File: src/rtl/mm_uart_tx.sv
// Memory-mapped 8N1 UART transmitter: TXDATA/STATUS/DIV register window feeding a
// small TX FIFO that drains into a start/data/stop serializer.
module mm_uart_tx #(
  parameter logic [15:0] BASE_ADDR = 16'hC000,
  parameter int unsigned DEPTH     = 4,
  parameter logic [15:0] DEF_DIV   = 16'd433
) (
  input  logic        clk,
  input  logic        rst,
  input  logic [15:0] addr,
  input  logic [15:0] wdata,
  input  logic        mm_we,
  input  logic        mm_re,
  output logic [15:0] rdata,
  output logic        tx
);

  localparam int unsigned PW = (DEPTH > 1) ? $clog2(DEPTH) : 1;
  localparam int unsigned CW = $clog2(DEPTH + 1);

  typedef enum logic [1:0] {S_IDLE, S_START, S_DATA, S_STOP} state_t;

  logic [7:0]    r_mem [DEPTH];
  logic [PW-1:0] r_wptr;
  logic [PW-1:0] r_rptr;
  logic [CW-1:0] r_count;
  logic          r_ovf;
  logic [15:0]   r_div;
  logic [15:0]   r_div_lat;
  logic [15:0]   r_baud;
  logic [7:0]    r_shift;
  logic [2:0]    r_bit;
  logic          r_tx;
  state_t        r_state;
  state_t        w_next;

  logic        w_sel_tx;
  logic        w_sel_st;
  logic        w_sel_div;
  logic        w_full;
  logic        w_empty;
  logic        w_push_req;
  logic        w_push;
  logic        w_ovf_set;
  logic        w_pop;
  logic        w_busy;
  logic        w_tx_next;
  logic        w_baud_zero;
  logic [15:0] w_status;

  assign w_sel_tx    = (addr == BASE_ADDR);
  assign w_sel_st    = (addr == BASE_ADDR + 16'd1);
  assign w_sel_div   = (addr == BASE_ADDR + 16'd2);
  assign w_full      = (r_count == CW'(DEPTH));
  assign w_empty     = (r_count == '0);
  assign w_push_req  = mm_we && w_sel_tx;
  // Full is judged on the registered count, so a same-cycle pop never rescues a push.
  assign w_push      = w_push_req && !w_full;
  assign w_ovf_set   = w_push_req && w_full;
  assign w_baud_zero = (r_baud == '0);

  // FIFO storage: contents need no reset, pointers define validity.
  always_ff @(posedge clk) begin
    if (w_push) r_mem[r_wptr] <= wdata[7:0];
  end

  always_ff @(posedge clk) begin
    if (rst) begin
      r_wptr  <= '0;
      r_rptr  <= '0;
      r_count <= '0;
    end else begin
      if (w_push) r_wptr <= r_wptr + PW'(1);
      if (w_pop)  r_rptr <= r_rptr + PW'(1);
      case ({w_push, w_pop})
        2'b10:   r_count <= r_count + CW'(1);
        2'b01:   r_count <= r_count - CW'(1);
        default: r_count <= r_count;
      endcase
    end
  end

  always_ff @(posedge clk) begin
    if (rst) begin
      r_ovf <= 1'b0;
      r_div <= DEF_DIV;
    end else begin
      if (w_ovf_set)                r_ovf <= 1'b1;
      else if (mm_re && w_sel_st)   r_ovf <= 1'b0;
      if (mm_we && w_sel_div)       r_div <= wdata;
    end
  end

  // FSM state register
  always_ff @(posedge clk) begin
    if (rst) r_state <= S_IDLE;
    else     r_state <= w_next;
  end

  // FSM next state
  always_comb begin
    w_next = r_state;
    case (r_state)
      S_IDLE:  if (!w_empty)                      w_next = S_START;
      S_START: if (w_baud_zero)                   w_next = S_DATA;
      S_DATA:  if (w_baud_zero && r_bit == 3'd7)  w_next = S_STOP;
      S_STOP:  if (w_baud_zero)                   w_next = S_IDLE;
      default:                                    w_next = S_IDLE;
    endcase
  end

  // FSM outputs; r_shift[0] always holds the data bit currently on the line.
  always_comb begin
    w_pop     = (r_state == S_IDLE) && !w_empty;
    w_busy    = (r_state != S_IDLE);
    w_tx_next = 1'b1;
    case (w_next)
      S_START: w_tx_next = 1'b0;
      S_DATA: begin
        if (r_state == S_DATA && w_baud_zero) w_tx_next = r_shift[1];
        else                                  w_tx_next = r_shift[0];
      end
      default: w_tx_next = 1'b1;
    endcase
  end

  always_ff @(posedge clk) begin
    if (rst) begin
      r_tx      <= 1'b1;
      r_baud    <= '0;
      r_bit     <= '0;
      r_shift   <= '0;
      r_div_lat <= DEF_DIV;
    end else begin
      r_tx <= w_tx_next;
      if (w_pop) begin
        r_shift   <= r_mem[r_rptr];
        r_div_lat <= r_div;
        r_baud    <= r_div;
        r_bit     <= '0;
      end else if (r_state != S_IDLE) begin
        if (w_baud_zero) begin
          r_baud <= r_div_lat;
          if (r_state == S_DATA) begin
            r_bit   <= r_bit + 3'd1;
            r_shift <= {1'b0, r_shift[7:1]};
          end
        end else begin
          r_baud <= r_baud - 16'd1;
        end
      end
    end
  end

  assign w_status = {9'd0, r_ovf, 3'(r_count), w_busy, w_empty, w_full};

  always_comb begin
    rdata = '0;
    if (mm_re) begin
      if (w_sel_st)       rdata = w_status;
      else if (w_sel_div) rdata = r_div;
    end
  end

  assign tx = r_tx;

endmodule

File: config.mk
export PLATFORM = sky130hd
export DESIGN_NAME = mm_uart_tx
export DESIGN_NICKNAME = d
export VERILOG_FILES = /design/src/rtl/mm_uart_tx.sv
export SDC_FILE = /design/constraint.sdc
export NUM_CORES = 1
export LEC_CHECK = 0
export CAP_MARGIN = 20
export CORE_ASPECT_RATIO = 0.8
export CORE_MARGIN = 5
export CORE_UTILIZATION = 61
export DETAILED_ROUTE_END_ITERATION = 10
export PLACE_DENSITY_LB_ADDON = 0.1
export SYNTH_ARGS = -nofsm -noshare
export SYNTH_HDL_FRONTEND = slang
export SYNTH_SLANG_ARGS = --single-unit
File: constraint.sdc
create_clock -name clk -period 8.7 [get_ports clk]
set_clock_uncertainty 0.15 [all_clocks]
set_input_delay 1.305 -clock clk [delete_from_list [all_inputs] [get_ports clk]]
set_output_delay 1.305 -clock clk [all_outputs]
set_load 0.05 [all_outputs]
# Word level (Yosys, flattened, before mapping)
# Memories as Yosys holds them, arrays and structs flattened. A register that Yosys moved wholly into a read port is not among the register bits.
# Cells that the tools add are included.
# word_totals
reg_bits	70
latchBits	0
ramBits	32
romBits	0
input_bits	36
output_inout_bits	17
wordCells	76
mem_count	1
# memory_table
name	depth	width	read_ports	rd_clocked_by_memory_dff	write_ports	line_no	rtl
r_mem	4	8	1	1	1	23	logic [7:0] r_mem [DEPTH];
# op_classes
add_sub_neg	6
mul	0
div_mod_pow	0
magnitude_cmp	0
eq_ne	12
shifts	0
mux	24
bitwise	0
reduce_logical	22
# ops
op	count
$mux 16	6
$eq 16x16->1 const B	3
$mux 8	4
$logic_not 16->1	1
$sub 16x1->16 const B	1
$mux 2	6
$reduce_bool 2->1	6
$eq 2x2->1 const B	4
$logic_and 1x1->1	8
$pmux 2 s4	1
$add 3x1->3 const B	2
$eq 2x1->1 const B	3
$eq 3x3->1 const B	2
$pmux 3 s2	1
$reduce_and 3->1	2
$mux 1	5
$add 2x1->2 const B	2
$logic_not 3->1	1
$sub 3x1->3 const B	1
$logic_not 1->1	2
$logic_not 2->1	1
$pmux 1 s2	1
$reduce_or 2->1	1

# Logic depth before layout (Yosys ltp)
# logic_depth
word_depth	6
mapped_depth	11
depth_no_buf	10

# Least setup slack after synthesis
# No wires, ideal clock.
# synth_timing
kind	input -> output
start	input addr[6]
end	output rdata[6]
t_arrival_ns	2.915
t_required_ns	7.245
path_slack_ns	4.330
stages	5
path_buffers	1
cell_sequence	nor4b_1 > nand4_1 > nor4_2 > clkbuf_1 > a22o_1
# synth_via
elab_chain_cells	4
word_cells_on_any_way	5
classes_between	2 x eq/ne; 3 x mux
# synth_rtl
element	line_no	rtl
start, declared	10	input logic [15:0] addr,
$eq 16x16->1	53	assign w_sel_div = (addr == BASE_ADDR + 16'd2);
$mux 16	161	else if (w_sel_div) rdata = r_div;
$mux 16 *	160	if (w_sel_st) rdata = w_status;
$mux 16 *	159	if (mm_re) begin
end, declared	14	output logic [15:0] rdata,
# Every way passes the cells marked *; elsewhere a longest branch is shown, timed or not.

# Final worst setup path
# layout_timing
start	input addr[10]
end	output rdata[2]
# Same word-level chain as after synthesis.

==> results.toml <==
[outcome]
status = "finished clean"

[yosys]
ys.flop_type = "dfxtp_1"
synthSimpleGateAreaFrac_pct = 18.5
synth-async-reset-ratio_pct = 0
ys_ff_latch = 104
synth_top_family_by_area = "simple AND/OR/NAND/NOR gates"
synthXorXnorAreaFrac_pct = 2.51
ys_types = 60
synth.avg_cell_area_um2 = 10.3
synth-seq-area-share_pct = 49.2
synth_compound_area_share_pct = 13.2
synth_fa_ha_area_share_pct = 2.46
syn_nets = 518
synth_edf_count = 32
syn-instance-count = 473
yosys_warnings = 0
netlist_area_um2 = 4890
synthMuxAreaShare_pct = 8.81

[setup_path]
critPathKind = "in2out"
crit_fanout = 8
cp_slowest_cell = "clkdlybuf4s50_1"
crit_buf_inv = 2
crit_path_start_kind = "input pin"
cpLargestDelayFamily = "simple AND/OR/NAND/NOR gates"
required_ns = 7.24
crit_top_cell = "clkdlybuf4s50_1"
setup.worst_path.end_class = "output port"
critPathArrivalTime_ns = 4.04
critical_path.cell_chain = "clkdlybuf4s50_1 -> nor4b_1 -> nand4_1 -> nor3_1 -> a22o_1 -> clkdlybuf4s50_1"
max_stage_delay_ns = 0.81

[clock_network]
insertion_delay_ns = 0.38
post_cts_resized = 0
clockBufferDepth = 2
numCtsBuffers = 9
clk_pin_slew_ns = 0.10
cts.sinks = 104
cts_tree = "done"
post_cts_buffers = 0
htree_levels = 3
hold_buffers = 0
cts_root_buffer = "clkbuf_8"

[power]
internal_power_mw = 0.625
p_leak_nw = 1.99
clockPowerShare_pct = 34.6
p_comb_share_pct = 3.9
swShare_pct = 23.0
total_power_mw = 0.811
pwr-share-seq_pct = 61.5
powerDensity_nw_per_um2 = 146
p_sw_mw = 0.187
max-vdd-ir-drop_mv = 0.100

[global_route]
grt_max_degree = 74
grt_util_all_layers_pct = 23.4
antenna_found_initial = 0
gr-total-overflow = 0
grt_pass1_wl_um = 18100
grt_pass1_vias = 3695

[sta]
fmax_ghz = 0.182
final-hold-violation-count = 0
tightest_slew_ns = 1.01
rsz0062_at_grt = "no"
fin_crit_sh_pct = 63.2
timing.slew.headroom_pct = 33.0
slew_violations = 0
setup_tns_ns = 0
min_period_ns = 5.50
finalSetupViolations = 0

[routing]
drt_first_pass_iters = 5
drc_errors = 0
drt_iter0_markers = 274
routed_wl_um = 10900
avgRoutedWirePerCell_um = 17.5
via_per_inst = 5.97
vias = 3711
antenna_left = 0

[floorplan]
fp.dieW_um = 110
rows = 29
coreArea_um2 = 7870
floorplan.die_area_um2 = 9910
num_io_pins = 53
initial_core_util_pct = 62.1
fp.dieH_um = 90.1

[finish]
layout_commonest_cell = "dfxtp_1"
layout.nets = 554
area_growth_pct = 14.0
diodes = 0
fillCellCount = 593
utilization_pct = 70.8
drive_above_1_share_pct = 10.1
final_cell_mix = "dfxtp_1 (72), nand2_1 (54), nor2_1 (51), clkdlybuf4s50_1 (51), edfxtp_1 (32)"

[placement]
gp_congestion = 0.905
dp_hpwl_um = 7550
port_buffers = 52

[job]
cap_viol_max_count = 0

[min_path]
hold_path_class = "reg2reg"
==> final timing paths <==
| path | start | to | slack, ns | depth (start not counted) |
|---|---|---|---|---|
| worst min-delay path | r_div_lat[11]$_SDFFE_PP0P_ | r_div_lat[11]$_SDFFE_PP0P_ | 0.31 | 2 |
| worst max-delay path | addr[10] | rdata[2] | 3.20 | 6 |
| worst min register to register | r_div_lat[11]$_SDFFE_PP0P_ | r_div_lat[11]$_SDFFE_PP0P_ | 0.31 | 2 |
| worst max register to register | r_count[0]$_SDFFE_PP0P_ | r_count[2]$_SDFFE_PP0P_ | 5.94 | 10 |
==> sequential cells by signal, summed over array words and instances, names as in the netlist, named ones only <==
name,count
r_ovf,1
r_div,16
tx,1
r_wptr,2
r_count,3
r_state,2
r_rptr,2
r_bit,3
r_div_lat,16
r_baud,16
r_mem,32
r_shift,8
==> tightest hold or removal path, stage by stage, from the launching register on <==
cell     delay [ns]
dfxtp_1        0.32
nand2_1        0.05
a21oi_1        0.05
==> cells in the mapped netlist (3+ instances only) <==
cell type / instances / area [µm²]
nor2_1: 51 / 191
ha_1: 8 / 100
o211ai_1: 4 / 30.0
o32ai_1: 4 / 35.0
and2_1: 13 / 81.3
nand4_1: 3 / 18.8
a21oi_1: 22 / 110
nor4_2: 3 / 37.5
buf_1: 5 / 18.8
xor2_1: 8 / 70.1
nor3_1: 12 / 60.1
edfxtp_1: 32 / 961
a22o_1: 8 / 70.1
nand3_1: 3 / 15.0
a31oi_1: 3 / 18.8
buf_2: 10 / 50.1
a211oi_2: 6 / 75.1
a211oi_1: 8 / 60.1
o21ai_0: 11 / 55.1
mux2i_1: 25 / 250
or3_1: 4 / 25.0
nand2b_1: 3 / 18.8
inv_1: 18 / 67.6
nand2_1: 54 / 203
nand3b_1: 4 / 30.0
dfxtp_1: 72 / 1440
mux4_2: 8 / 180
nor4_1: 4 / 25.0
xnor2_1: 6 / 52.6
and3_1: 4 / 25.0
a211o_1: 6 / 52.6
a311oi_1: 6 / 52.6
clkbuf_1: 14 / 52.6
==> final cells by class <==
class	count	area [µm²]	area share, %
tap	108	135	2.43
clock buffer	10	128	2.29
sequential	104	2400	43.1
timing repair buffer	58	561	10.1
clock inverter	6	52.6	0.943
inverter	19	71.3	1.28
multi-input combinational	317	2220	39.9
==> through the flow <==
stage	cells	setup slack, ns	cell area, µm²	hold slack (ns)
CTS	622	3.21	5570	0.311
floorplan	473	4.33	4890	0.283
finish	622	3.20	5570	0.308
detailed placement	606	3.23	5390	0.297
global route	622	2.95	5570	0.332
global placement	606	3.30	5390	0.291
==> routing by layer <==
| layer | vias up | global-route usage, % | part of all wire, % | wire length, µm |
|---|---|---|---|---|
| met1 | 1767 | 33.7 | 45 | 4940 |
| met4 | 0 | 5.82 | 0.82 | 89 |
| met2 | 167 | 34.7 | 45 | 4850 |
| met5 | - | 0 | 0 | 0 |
| met3 | 8 | 6.52 | 9.1 | 985 |
| li1 | 1769 | - | - | - |
==> power by group through the flow <==
stage	clock network [mW]	registers, mW	logic, mW
CTS	0.286	0.499	0.0313
detailed placement	0	0.510	0.0312
global placement	0	0.510	0.0307
global route	0.308	0.499	0.0337
finish	0.281	0.499	0.0312
floorplan	0	0.510	0.0111
==> logic make-up after synthesis <==
logic type / count (synthesis)
simple gates: 173
flops: 104
compound gates: 88
buf+inv: 52
mux: 33
xor+xnor: 14
fa+ha+maj: 9
(Power assumes the default switching activity.)
